<file path="src/rtl/word_packer_pkg.sv">
// word_packer_pkg: shared types and helpers for the word packer.
//   mode_e      - latched packing mode (raw 2'b11 decodes to CONCAT_MSB)
//   state_e     - packer FSM states
//   decode_mode - maps the raw 2-bit mode input onto mode_e
package word_packer_pkg;

  typedef enum logic [1:0] {
    CONCAT_MSB = 2'b00,
    CONCAT_LSB = 2'b01,
    REPLICATE  = 2'b10
  } mode_e;

  typedef enum logic [1:0] {
    IDLE = 2'b00,
    FILL = 2'b01,
    HOLD = 2'b10
  } state_e;

  function automatic mode_e decode_mode(input logic [1:0] raw);
    mode_e m;
    case (raw)
      2'b01:   m = CONCAT_LSB;
      2'b10:   m = REPLICATE;
      default: m = CONCAT_MSB;
    endcase
    return m;
  endfunction

endpackage

</file>
<file path="src/rtl/word_packer_if.sv">
// word_packer_if: handshake bundle between a producer/consumer and the packer.
//   in_data/in_valid/in_ready    - input word stream
//   mode/flush/fill_bit          - packing control
//   out_data/out_valid/out_ready - packed word stream
//   out_count                    - lanes of out_data holding real data
// master: the environment side; slave: the packer side.
interface word_packer_if #(
  parameter int IN_W  = 4,
  parameter int LANES = 4
);
  localparam int OUT_W = IN_W * LANES;
  localparam int CW    = $clog2(LANES + 1);

  logic [IN_W-1:0]  in_data;
  logic             in_valid;
  logic             in_ready;
  logic [1:0]       mode;
  logic             flush;
  logic             fill_bit;
  logic [OUT_W-1:0] out_data;
  logic             out_valid;
  logic             out_ready;
  logic [CW-1:0]    out_count;

  modport master (
    output in_data, in_valid, mode, flush, fill_bit, out_ready,
    input  in_ready, out_data, out_valid, out_count
  );

  modport slave (
    input  in_data, in_valid, mode, flush, fill_bit, out_ready,
    output in_ready, out_data, out_valid, out_count
  );

endinterface

</file>
<file path="src/rtl/word_packer_lane_cnt.sv">
// word_packer_lane_cnt: counts lanes filled in the word under construction
// and decides when that word must be emitted.
//   clk, rst_n  - clock, async active-low reset
//   accept_s    - an input word is taken this cycle
//   flush_s     - raw flush request
//   repl_s      - this accept starts a replicate-mode word
//   cnt_r       - lanes already filled (0 means no word in progress)
//   done_s      - the word is emitted at the coming edge
//   emit_cnt_s  - real-data lane count of the emitted word
module word_packer_lane_cnt #(
  parameter int LANES = 4,
  parameter int CW    = $clog2(LANES + 1)
) (
  input  logic          clk,
  input  logic          rst_n,
  input  logic          accept_s,
  input  logic          flush_s,
  input  logic          repl_s,
  output logic [CW-1:0] cnt_r,
  output logic          done_s,
  output logic [CW-1:0] emit_cnt_s
);

  logic flush_eff_s;
  logic last_s;

  // Full/flush decode; flush only counts while a partial word exists.
  always_comb begin
    flush_eff_s = flush_s && (cnt_r != CW'(0));
    last_s      = (cnt_r == CW'(LANES - 1));
    done_s      = 1'b0;
    emit_cnt_s  = cnt_r;
    if (accept_s && repl_s) begin
      done_s     = 1'b1;
      emit_cnt_s = CW'(LANES);
    end else if (accept_s) begin
      // The accepted word is included before any coincident flush.
      emit_cnt_s = cnt_r + CW'(1);
      done_s     = last_s || flush_eff_s;
    end else begin
      done_s     = flush_eff_s;
    end
  end

  // Lane counter: restarts at zero whenever a word is emitted.
  always_ff @(posedge clk or negedge rst_n) begin
    if (!rst_n) begin
      cnt_r <= CW'(0);
    end else if (done_s) begin
      cnt_r <= CW'(0);
    end else if (accept_s) begin
      cnt_r <= cnt_r + CW'(1);
    end else begin
      cnt_r <= cnt_r;
    end
  end

endmodule

</file>
<file path="src/rtl/word_packer.sv">
// word_packer: packs LANES words of IN_W bits into one OUT_W-bit word.
//   clk, rst_n - clock, async active-low reset
//   bus        - word_packer_if.slave: input stream, control
//                (mode/flush/fill_bit) and packed output stream with count
// The mode is captured with the first word of each output word. A flush
// emits a partial word with unfilled lanes set to fill_bit.
module word_packer
  import word_packer_pkg::*;
#(
  parameter int IN_W  = 4,
  parameter int LANES = 4
) (
  input logic          clk,
  input logic          rst_n,
  word_packer_if.slave bus
);

  localparam int OUT_W = IN_W * LANES;
  localparam int CW    = $clog2(LANES + 1);

  state_e           state_r;
  state_e           state_nxt_s;
  mode_e            mode_r;
  mode_e            eff_mode_s;
  logic [CW-1:0]    cnt_r;
  logic [CW-1:0]    emit_cnt_s;
  logic             done_s;
  logic             accept_s;
  logic             in_ready_s;
  logic             repl_s;
  logic [IN_W-1:0]  lanes_r   [LANES];
  logic [IN_W-1:0]  lane_val_s[LANES];
  logic [OUT_W-1:0] packed_s;
  logic [OUT_W-1:0] out_data_r;
  logic [CW-1:0]    out_count_r;
  logic             out_valid_r;

  assign in_ready_s    = !out_valid_r || bus.out_ready;
  assign accept_s      = bus.in_valid && in_ready_s;
  // A fresh word (count 0) follows the live mode input; otherwise the latched one.
  assign eff_mode_s    = (cnt_r == CW'(0)) ? decode_mode(bus.mode) : mode_r;
  assign repl_s        = (cnt_r == CW'(0)) && (eff_mode_s == REPLICATE);

  assign bus.in_ready  = in_ready_s;
  assign bus.out_data  = out_data_r;
  assign bus.out_count = out_count_r;
  assign bus.out_valid = out_valid_r;

  word_packer_lane_cnt #(
    .LANES (LANES),
    .CW    (CW)
  ) u_lane_cnt (
    .clk        (clk),
    .rst_n      (rst_n),
    .accept_s   (accept_s),
    .flush_s    (bus.flush),
    .repl_s     (repl_s),
    .cnt_r      (cnt_r),
    .done_s     (done_s),
    .emit_cnt_s (emit_cnt_s)
  );

  // FSM state register.
  always_ff @(posedge clk or negedge rst_n) begin
    if (!rst_n) begin
      state_r <= IDLE;
    end else begin
      state_r <= state_nxt_s;
    end
  end

  // FSM next-state decode.
  always_comb begin
    state_nxt_s = state_r;
    if (done_s) begin
      state_nxt_s = HOLD;
    end else if (accept_s) begin
      state_nxt_s = FILL;
    end else begin
      case (state_r)
        IDLE:    state_nxt_s = IDLE;
        FILL:    state_nxt_s = FILL;
        HOLD:    state_nxt_s = bus.out_ready ? IDLE : HOLD;
        default: state_nxt_s = IDLE;
      endcase
    end
  end

  // Lane assembly in arrival order: stored lanes, the incoming word, then fill.
  always_comb begin
    for (int i = 0; i < LANES; i++) begin
      if (eff_mode_s == REPLICATE) begin
        lane_val_s[i] = bus.in_data;
      end else if (i < int'(cnt_r)) begin
        lane_val_s[i] = lanes_r[i];
      end else if ((i == int'(cnt_r)) && accept_s) begin
        lane_val_s[i] = bus.in_data;
      end else begin
        lane_val_s[i] = {IN_W{bus.fill_bit}};
      end
    end
  end

  // Lane placement: arrival lane 0 lands at the MSB end unless LSB-first.
  always_comb begin
    packed_s = {OUT_W{1'b0}};
    for (int i = 0; i < LANES; i++) begin
      if (eff_mode_s == CONCAT_LSB) begin
        packed_s[i*IN_W +: IN_W] = lane_val_s[i];
      end else begin
        packed_s[(LANES-1-i)*IN_W +: IN_W] = lane_val_s[i];
      end
    end
  end

  // Partial-word storage and mode latch.
  always_ff @(posedge clk or negedge rst_n) begin
    if (!rst_n) begin
      mode_r <= CONCAT_MSB;
      for (int i = 0; i < LANES; i++) begin
        lanes_r[i] <= {IN_W{1'b0}};
      end
    end else begin
      if (accept_s && (cnt_r == CW'(0))) begin
        mode_r <= eff_mode_s;
      end else begin
        mode_r <= mode_r;
      end
      for (int i = 0; i < LANES; i++) begin
        if (accept_s && !done_s && (cnt_r == CW'(i))) begin
          lanes_r[i] <= bus.in_data;
        end else begin
          lanes_r[i] <= lanes_r[i];
        end
      end
    end
  end

  // Output registers: load on emission, otherwise hold.
  always_ff @(posedge clk or negedge rst_n) begin
    if (!rst_n) begin
      out_data_r  <= {OUT_W{1'b0}};
      out_count_r <= CW'(0);
      out_valid_r <= 1'b0;
    end else begin
      out_valid_r <= (state_nxt_s == HOLD);
      if (done_s) begin
        out_data_r  <= packed_s;
        out_count_r <= emit_cnt_s;
      end else begin
        out_data_r  <= out_data_r;
        out_count_r <= out_count_r;
      end
    end
  end

endmodule

</file>
<file path="src/flat_wrapper.sv">
// flat-port wrapper written by rule: the top's interface ports become plain ports
module word_packer_flat import word_packer_pkg::*;
#(
  parameter int IN_W  = 4,
  parameter int LANES = 4
)
  (clk, rst_n, bus_in_data, bus_in_valid, bus_mode, bus_flush, bus_fill_bit, bus_out_ready, bus_in_ready, bus_out_data, bus_out_valid, bus_out_count);
  word_packer_if #(.IN_W(IN_W), .LANES(LANES)) bus_i ();
  input logic clk;
  input logic rst_n;
  input wire logic [$bits(bus_i.in_data)-1:0] bus_in_data;
  input wire logic [$bits(bus_i.in_valid)-1:0] bus_in_valid;
  input wire logic [$bits(bus_i.mode)-1:0] bus_mode;
  input wire logic [$bits(bus_i.flush)-1:0] bus_flush;
  input wire logic [$bits(bus_i.fill_bit)-1:0] bus_fill_bit;
  input wire logic [$bits(bus_i.out_ready)-1:0] bus_out_ready;
  output wire logic [$bits(bus_i.in_ready)-1:0] bus_in_ready;
  output wire logic [$bits(bus_i.out_data)-1:0] bus_out_data;
  output wire logic [$bits(bus_i.out_valid)-1:0] bus_out_valid;
  output wire logic [$bits(bus_i.out_count)-1:0] bus_out_count;
  assign bus_i.in_data = bus_in_data;
  assign bus_i.in_valid = bus_in_valid;
  assign bus_i.mode = bus_mode;
  assign bus_i.flush = bus_flush;
  assign bus_i.fill_bit = bus_fill_bit;
  assign bus_i.out_ready = bus_out_ready;
  assign bus_in_ready = bus_i.in_ready;
  assign bus_out_data = bus_i.out_data;
  assign bus_out_valid = bus_i.out_valid;
  assign bus_out_count = bus_i.out_count;
  word_packer #(.IN_W(IN_W), .LANES(LANES)) u_core (.clk(clk), .rst_n(rst_n), .bus(bus_i));
endmodule
</file>
<file path="config.mk">
export PLATFORM = sky130hd
export DESIGN_NAME = word_packer_flat
export DESIGN_NICKNAME = d
export VERILOG_FILES = /design/src/rtl/word_packer_pkg.sv /design/src/rtl/word_packer_if.sv /design/src/rtl/word_packer_lane_cnt.sv /design/src/rtl/word_packer.sv /design/src/flat_wrapper.sv
export SDC_FILE = /design/constraint.sdc
export NUM_CORES = 1
export LEC_CHECK = 0
export ABC_AREA = 1
export BUFFER_PORTS_ARGS = -buffer_cell sky130_fd_sc_hd__buf_2
export CAP_MARGIN = 5
export CELL_PAD_IN_SITES_DETAIL_PLACEMENT = 0
export CELL_PAD_IN_SITES_GLOBAL_PLACEMENT = 1
export CORE_UTILIZATION = 38
export DETAILED_ROUTE_END_ITERATION = 7
export MAX_ROUTING_LAYER = met4
export PLACE_DENSITY_LB_ADDON = 0.1
export SLEW_MARGIN = 10
export SYNTH_ARGS = -nofsm -noshare
export SYNTH_HDL_FRONTEND = slang
export SYNTH_SLANG_ARGS = --single-unit
</file>
<file path="constraint.sdc">
create_clock -name clk -period 1.8 [get_ports clk]
set_input_delay 0.18 -clock clk [delete_from_list [all_inputs] [get_ports clk]]
set_output_delay 0.18 -clock clk [all_outputs]
set_load 0.005 [all_outputs]
</file>
## Yosys cells after proc, flatten, opt, wreduce, memory -nomap -nowiden

Index checks and enable logic that the tools add are counted.
Widths: inputs -> output; s select.

- Add/sub/neg operators: 1
- Order comparisons: 4
- Equality and inequality tests: 13
- Multiplexer cells: 27
- Reduce and logical (&&, ||, !) cells: 21

Operators with widths:

| cell | number |
|---|---|
| $mux 4 | 16 |
| $logic_and 1x1->1 | 14 |
| $mux 3 | 3 |
| $eq 2x2->1 const B | 4 |
| $mux 2 | 4 |
| $pmux 2 s2 | 2 |
| $eq 2x1->1 const B | 3 |
| $eq 3x2->1 const B | 2 |
| $eq 3x3->1 const A | 2 |
| $logic_not 3->1 | 2 |
| $lt 1x3->1 const A | 2 |
| $lt 2x3->1 const A | 2 |
| $add 3x1->3 const B | 1 |
| $eq 2x3->1 const A | 1 |
| $eq 3x1->1 const B | 1 |
| $reduce_bool 3->1 | 1 |
| $logic_not 1->1 | 2 |
| $logic_or 1x1->1 | 2 |
| $mux 1 | 2 |

- Register bits: 43
- Bits of input ports: 12
- Logic and storage cells: 76

## Logic depth before layout (Yosys ltp)

Gate-level depths: netlist of run 1.

- Depth after elaboration: 10
- Depth in mapped cells: 13
- Depth with buffers taken out: 13

## Cells and area by module

A second synthesis of run 1 with hierarchy kept.

- Cells, all modules: 365
- Area total of the unflattened synthesis: 2,683.8 sq um

Modules (own cells, without submodules):

| module | times used | cells an instance | area each (sq um) |
|---|---|---|---|
| word_packer | 1 | 338 | 2,483.6 |
| word_packer_lane_cnt | 1 | 27 | 200.2 |

## Worst setup path before layout of run 1

OpenSTA, ideal clock, no wires.

- Path kind: register to register
- Start: register u_core.u_lane_cnt.cnt_r[0]
- End: register u_core.out_data_r[10] (netlist: u_core.bus.out_data[10])
- Setup time: 0.117 ns
- Arrival: 1.571 ns
- Data required time: 1.683 ns
- Path slack: 0.112 ns
- Stages on the path, launching flop included: 12
- Path buffers: 0
- Clock period less this slack: 1.688 ns
- Cell sequence: dfrtp_1 > inv_1 > ha_1 > inv_1 > nor2_1 > nand3_1 > nand2_1 > nand3_1 > nand2_1 > nand2_1 > nand3_1 > nand2_1

- Longest elaborated chain between the ends: 6

Ends and longest elaborated chain:

| element | RTL line | text |
|---|---|---|
| from (decl) | word_packer_lane_cnt.sv:19 | `output logic [CW-1:0] cnt_r,` |
| from (signal assigned) | word_packer_lane_cnt.sv:52 | `cnt_r <= cnt_r + CW'(1);` |
| from (signal assigned) | word_packer_lane_cnt.sv:54 | `cnt_r <= cnt_r;` |
| $eq 2x3->1 (tied with other cells) | word_packer.sv:96 | `end else if ((i == int'(cnt_r)) && accept_s) begin` |
| $logic_and 1x1->1 or $mux 2 (tied branches) | word_packer.sv:96, word_packer.sv:41 |  |
| $mux 4 or $eq 2x2->1 (tied branches) | word_packer.sv:96, word_packer.sv:42, word_packer.sv:92 |  |
| $mux 4 or $logic_and 1x1->1 (tied branches) | word_packer.sv:94, word_packer.sv:42 |  |
| $mux 4 or $logic_and 1x1->1 (tied branches) | word_packer.sv:92, word_packer_lane_cnt.sv:33 |  |
| $mux 4 or $mux 1 (tied branches) | word_packer.sv:108, word_packer_lane_cnt.sv:33 |  |
| to (signal assigned) | word_packer.sv:142 | `out_data_r <= {OUT_W{1'b0}};` |
| to (signal assigned) | word_packer.sv:148 | `out_data_r <= packed_s;` |
| to (signal assigned) | word_packer.sv:151 | `out_data_r <= out_data_r;` |
| to (decl) | word_packer.sv:34 | `logic [OUT_W-1:0] out_data_r;` |

Parallel ways exist; a longest one is shown, timed or not.
A chain may end at the register's enable or synchronous reset.

## Worst setup path after layout of run 1

- Start: register u_core.u_lane_cnt.cnt_r[0]
- End: register u_core.out_data_r[12] (netlist: u_core.bus.out_data[12])

- Longest elaborated chain between the ends: 6

Ends and longest elaborated chain:

| element | RTL line |
|---|---|
| $eq 3x3->1 (tied with other cells) | word_packer.sv:96 |
| $logic_and 1x1->1 or $mux 2 (tied branches) | word_packer.sv:96, word_packer.sv:41 |
| $mux 4 or $eq 2x2->1 (tied branches) | word_packer.sv:96, word_packer.sv:42, word_packer.sv:92 |
| $mux 4 or $logic_and 1x1->1 (tied branches) | word_packer.sv:94, word_packer.sv:42 |
| $mux 4 or $logic_and 1x1->1 (tied branches) | word_packer.sv:92, word_packer_lane_cnt.sv:33 |
| $mux 4 or $mux 1 (tied branches) | word_packer.sv:108, word_packer_lane_cnt.sv:33 |

Parallel ways exist; a longest one is shown, timed or not.

==> out/qor.yml, run 1 <==
outcome:
  status: "finished with violations"
  violations: "DRC"
clocking:
  cts_max_level: 2
  clock_sinks: 43
  cts_root_buf: "clkbuf_8"
  cts_tree: "done"
  cts_made_buffers: 5
  clk_latency_ns: 0.31
  cts_max_path_buffers: 2
  clk_pin_slew_ns: 0.09
worst_setup_path:
  worstPathRequired_ns: 1.99
  critPathLaunch: "u_core.u_lane_cnt.cnt_r[0]"
  critical-path-max-stage-delay_ns: 0.40
  crit_chain: "inv_2, ha_4, inv_1, nor2_4, nand2_2, nand2_4, buf_4, a21oi_1, nand2_1, nand2_1, nand3_1, nand2_1"
  reg2regPathDepth: 12
  worstSetupStartpointType: "register"
  r2r_end: "u_core.bus.out_data[12]"
  crit_top_cell: "nand2_1"
  path_buf_inv: 3
  r2r_slack_ns: 0.13
  critical_path_class: "reg -> reg"
  end_kind: "register"
  cp.depth: 12
  path_max_fanout: 6
  cp_data_arrival_time_ns: 1.86
  cp_top_family: "simple AND/OR/NAND/NOR gates"
  cp_slowest_cell: "dfrtp_1"
  rr_startpoint: "u_core.u_lane_cnt.cnt_r[0]"
grt:
  antenna_found_initial: 0
  gr-usage-met2: 0.286
  grt.busiest_layer: "met1"
  overflow: 0
  grt_pass1_vias: 2168
  grt_usage: 0.201
  grt_pass1_wl_um: 10900
  grtUsageMet1: 0.293
  gr-usage-met3: 0.0257
  grt_max_degree: 24
yosys:
  synth_compound_area_frac: 0.0753
  muxShareOfSynthArea: 0
  synth_fa_ha_area_frac: 0.0342
  yosys.area_share.simple: 0.379
  synth-seq-area-share: 0.421
  synth_edf_count: 0
  synth_cell_types: 26
  synth_area_per_cell_um2: 7.33
  synth_cells: 349
  syn_area_um2: 2560
  syn_nets: 368
  ys_ff_latch: 43
  async_flop_share: 1.00
  synth_top_family_by_area: "simple AND/OR/NAND/NOR gates"
  synth-main-ff-cell: "dfrtp_1"
  yosys_warnings: 0
  synth_xor_area_frac: 0
floorplanning:
  initial_core_util: 0.398
  fp-row-count: 29
  io_pins: 33
  fp.coreArea_um2: 6420
  die_y_um: 84.0
  die-area_um2: 7060
  fp.dieW_um: 84.0
placement:
  port_buffers: 32
  gp_congestion: 0.903
  dp_slack_ns: 0.0657
  place_area_um2: 2860
  dp_hpwl_um: 4860
timing:
  tightest_slew_ns: 0.509
  report.final.slew_viol_count: 0
  fin_skew_ns: 0.0116
  min_period_ns: 1.67
  fmax_mhz: 600
  setup_violations: 0
  finalWorstSetupSlack_ns: 0.134
  whs_ns: 0.0478
  hold_violations: 0
  slew-limit-headroom: 0.661
  fin_crit_sh: 0.926
route:
  drtAntennaViolNets: 0
  first_pass_iters: 7
  wl_um: 6490
  viasPerCell: 5.03
  drc_errors: 5
  wire_per_inst_um: 13.6
  drt_iter0_markers: 136
  vias: 2396
min_path:
  hp-start: "bus_flush"
  hold_class: "in -> reg"
  holdPathStages: 2
  holdPathEnd: "u_core.u_lane_cnt.cnt_r[0]"
pwr:
  peakVddDrop_mv: 0.750
  p_leak_nw: 1.62
  power_density_nw_per_um2: 2070
finish:
  stdcell_area_um2: 3050
  nFillCells: 683
  synthToLayoutAreaGrowth_pct: 19.3
  final_util: 0.475
  antenna_cells: 0
  drive_above_1_share: 0.241
  layout.nets: 417
job:
  cap_violations: 0
## metrics by stage
stage | instances | total power, mW | TNS (ns)
2_1_floorplan | 349 | 4.35 | 0
3_3_place_gp | 462 | 5.36 | 0
3_5_place_dp | 462 | 5.41 | 0
4_1_cts | 471 | 6.04 | 0
5_1_grt | 476 | 6.97 | -0.0245
6_report | 476 | 6.30 | 0
## final cells by class
class                           instances  area, um2  area share
Clock buffer                            5       68.8      0.0226
Clock inverter                          3       15.0     0.00492
Inverter                               27        106      0.0349
Multi-Input combinational cell        261       1290       0.423
Sequential cell                        43       1080       0.353
Tap cell                               77       96.3      0.0316
Timing Repair Buffer                   60        397       0.130
## synth_stat cells, types with 3 or more instances
cell type,number,area share
nand2_1,121,0.18
clkbuf_1,5,0.0073
o21ai_0,12,0.023
ha_1,7,0.034
nor2_1,25,0.037
inv_1,23,0.034
o21ai_1,4,0.0078
nand3_1,43,0.084
dfrtp_1,43,0.42
inv_2,3,0.0044
nand4_1,15,0.037
nand2_2,6,0.015
buf_6,3,0.013
a21oi_1,18,0.035
buf_2,5,0.0098
buf_4,3,0.0088
## layer usage
metal / vias up / wire, um
met5: - / 0
met1: 1098 / 3420
met2: 55 / 2710
met3: 9 / 272
li1: 1234 / -
met4: 0 / 93
## repair_timing
| action | in CTS | in global routing |
|---|---|---|
| resized for setup | 0 | 22 |
| setup endpoints to repair | 0 | 19 |
| buffers inserted | 0 | 5 |
| hold endpoints to repair | 20 | 0 |
| hold buffers | 1 | 0 |
## power by group
part / total, mW / internal [mW] / switching (mW)
clock: 0.620 / 0.266 / 0.354
combinational: 4.04 / 1.59 / 2.45
sequential: 1.65 / 1.40 / 0.245
## worst register-to-register path, cell delays in order, from the launching register on
cell and delay, ns:
dfrtp_1 0.40, inv_2 0.09, ha_4 0.14, inv_1 0.05, nor2_4 0.15, nand2_2 0.08, nand2_4 0.14, buf_4 0.15
a21oi_1 0.06, nand2_1 0.09, nand2_1 0.06, nand3_1 0.10, nand2_1 0.05
## logic make-up (layout without fill, tap and decap cells)
group / count (synthesis) / after routing
buf+inv: 45 / 95
compound gates: 37 / 37
flops: 43 / 43
simple gates: 217 / 217
fa+ha+maj: 7 / 7
## sequential cells by signal, indices dropped and copies added (netlist names)
name                     cells
u_core.bus.out_data         16
u_core.state_r               2
u_core.bus.out_count         3
u_core.lanes_r              16
u_core.mode_r                2
u_core.bus.out_valid         1
u_core.u_lane_cnt.cnt_r      3
## how the worst max path moves through the flow
stage / to / slack, ns
3_3_place_gp: u_core.bus.out_data[12] / 0.08
2_1_floorplan: u_core.bus.out_data[10] / 0.11
4_1_cts: u_core.bus.out_data[12] / 0.04
6_report: u_core.bus.out_data[12] / 0.13
3_5_place_dp: u_core.bus.out_data[12] / 0.07
5_1_grt: u_core.bus.out_data[11] / -0.02
## placed cells by master (no fill, tap or decap), drive strengths merged
cell / n
dlygate4sd3: 1
clkinv: 3
a21oi: 18
nor3: 1
inv: 27
nand2: 128
buf: 59
a31oi: 1
nand4: 15
o31ai: 1
dfrtp: 43
nand3: 45
nor2: 28
clkbuf: 5
o21ai: 16
ha: 7
o41ai: 1
No activity file was read; power rests on OpenSTA's default activity.
==> run 2: changes to the inputs <==
--- a/config.mk
+++ b/config.mk
@@ -13,7 +13,7 @@
 export CORE_UTILIZATION = 38
 export DETAILED_ROUTE_END_ITERATION = 7
 export MAX_ROUTING_LAYER = met4
-export PLACE_DENSITY_LB_ADDON = 0.1
+export PLACE_DENSITY = 0.87
 export SLEW_MARGIN = 10
 export SYNTH_ARGS = -nofsm -noshare
 export SYNTH_HDL_FRONTEND = slang
==> constraint.sdc (replaced) <==
create_clock -name clk -period 1.5 [get_ports clk]
set_input_delay 0.15 -clock clk [delete_from_list [all_inputs] [get_ports clk]]
set_output_delay 0.15 -clock clk [all_outputs]
set_load 0.005 [all_outputs]
==> run 2 against run 1 <==
Against the previous run: largest power group unchanged; die area did not move; clock power up 76%; power rose by 41%; register-to-register slack got worse by 0.27 ns; clock-buffer cell count unchanged; the run ends with DRC, setup timing left.
==> out/qor.yml, run 2 (synthesis gave the netlist of run 1 again) <==
route:
  drt_iter0_markers: 185
  viasPerCell: 5.17
  first_pass_iters: 7
  wire_per_inst_um: 14.4
  vias: 2495
  wl_um: 6940
  drc_errors: 6
  drtAntennaViolNets: 0
pwr:
  pwr-share-clk: 0.123
  power_density_nw_per_um2: 2600
  switchingPower_mw: 4.14
  pwr-share-seq: 0.222
  p_sw_frac: 0.465
  p_leak_nw: 1.74
  pwr-share-comb: 0.655
  power.internal_mw: 4.76
  peakVddDrop_mv: 0.775
  finalPower_mw: 8.90
timing:
  tightest_slew_ns: 0.363
  fin_crit_sh: 1.09
  rsz0062_at_grt: "yes"
  whs_ns: 0.0175
  report.final.slew_viol_count: 0
  slew-limit-headroom: 0.758
  min_period_ns: 1.64
  setup_tns_ns: -3.13
  fmax_mhz: 611
  hold_violations: 0
  setup_violations: 33
  fin_skew_ns: 0.00602
  finalWorstSetupSlack_ns: -0.136
worst_setup_path:
  cp_top_family: "simple AND/OR/NAND/NOR gates"
  crit_chain: "inv_4, ha_4, inv_2, nor2_4, nand2_2, nand2_4, buf_4, a21oi_1, nand2_2, nand2_1, nand3_1, nand2_1"
  cp_data_arrival_time_ns: 1.83
  path_max_fanout: 6
  worstSetupStartpointType: "register"
  cp_slowest_cell: "dfrtp_2"
  r2r_slack_ns: -0.14
  worstPathRequired_ns: 1.69
  critical_path_class: "reg -> reg"
  critical-path-max-stage-delay_ns: 0.43
  path_buf_inv: 3
  end_kind: "register"
outcome:
  status: "finished with violations"
  violations: "DRC, setup timing"
finish:
  drive_above_1_share: 0.350
  stdcell_area_um2: 3430
  synthToLayoutAreaGrowth_pct: 34.0
  layout_common_cells: "nand2_1 (103), dfrtp_1 (42), buf_2 (32)"
  layout.nets: 424
  layout_commonest_cell: "nand2_1"
  nFillCells: 612
  fin_cells: 483
  final_util: 0.533
  antenna_cells: 0
grt:
  grt_usage: 0.207
  overflow: 0
  grt_max_degree: 30
  antenna_found_initial: 0
  grt_pass1_vias: 2339
  grt_pass1_wl_um: 11300
floorplanning:
  fp.dieW_um: 84.0
  die-area_um2: 7060
  fp.coreArea_um2: 6420
  initial_core_util: 0.398
  io_pins: 33
  fp-row-count: 29
  die_y_um: 84.0
clocking:
  clock_sinks: 43
  cts_max_path_buffers: 2
  clk_latency_ns: 0.30
  cts_max_level: 2
  cts_tree: "done"
  cts_made_buffers: 5
  clk_pin_slew_ns: 0.09
  cts_root_buf: "clkbuf_8"
placement:
  dp_cells: 470
  dp_slack_ns: -0.144
  dp_hpwl_um: 4750
  gp_congestion: 0.841
  place_area_um2: 3010
  port_buffers: 32
min_path:
  hold_class: "in -> reg"
job:
  cap_violations: 0
run 2: worst paths after layout:
| kind | startpoint | end | cells past startpoint |
|---|---|---|---|
| max | u_core.u_lane_cnt.cnt_r[0] | u_core.bus.out_data[9] | 12 |
| min | bus_flush | u_core.u_lane_cnt.cnt_r[0] | 2 |
| max reg2reg | u_core.u_lane_cnt.cnt_r[0] | u_core.bus.out_data[9] | 12 |
| min reg2reg | u_core.lanes_r[2] | u_core.lanes_r[2] | 0 |
| max in group asynchronous | rst_n | u_core.bus.out_data[4] | 3 |
| min in group asynchronous | rst_n | u_core.mode_r[1] | 2 |
run 2: power by group through the flow:
stage	sequential (mW)	combinational (mW)	clock (mW)
6_report	1.98	5.83	1.09
5_1_grt	2.03	6.49	1.16
4_1_cts	1.96	5.17	1.11
3_5_place_dp	1.98	4.88	0
3_3_place_gp	1.95	4.81	0
2_1_floorplan	2.00	3.35	0
run 2: layout make-up:
cell class	count	area, um2	area share
multi-input cells	261	1460	0.427
well taps	77	96.3	0.0281
clock buffers	5	68.8	0.0201
flip-flops and latches	43	1080	0.314
repair buffers	67	539	0.157
inverters	27	114	0.0332
clock inverters	3	67.6	0.0197
run 2: layer usage:
metal / wire length [um] / track usage / up-vias
met5: 0 / - / -
met3: 235 / 0.0307 / 7
li1: - / - / 1253
met2: 3240 / 0.304 / 62
met1: 3380 / 0.285 / 1173
met4: 89 / 0.0831 / 0
run 2: timing repair:
action	in CTS	in global routing
pin swaps	3	17
endpoints found under the setup margin	33	38
buffers inserted	3	0
hold buffers	1	0
hold endpoints to repair	14	0
gates resized for setup	17	47
gates cloned	0	1
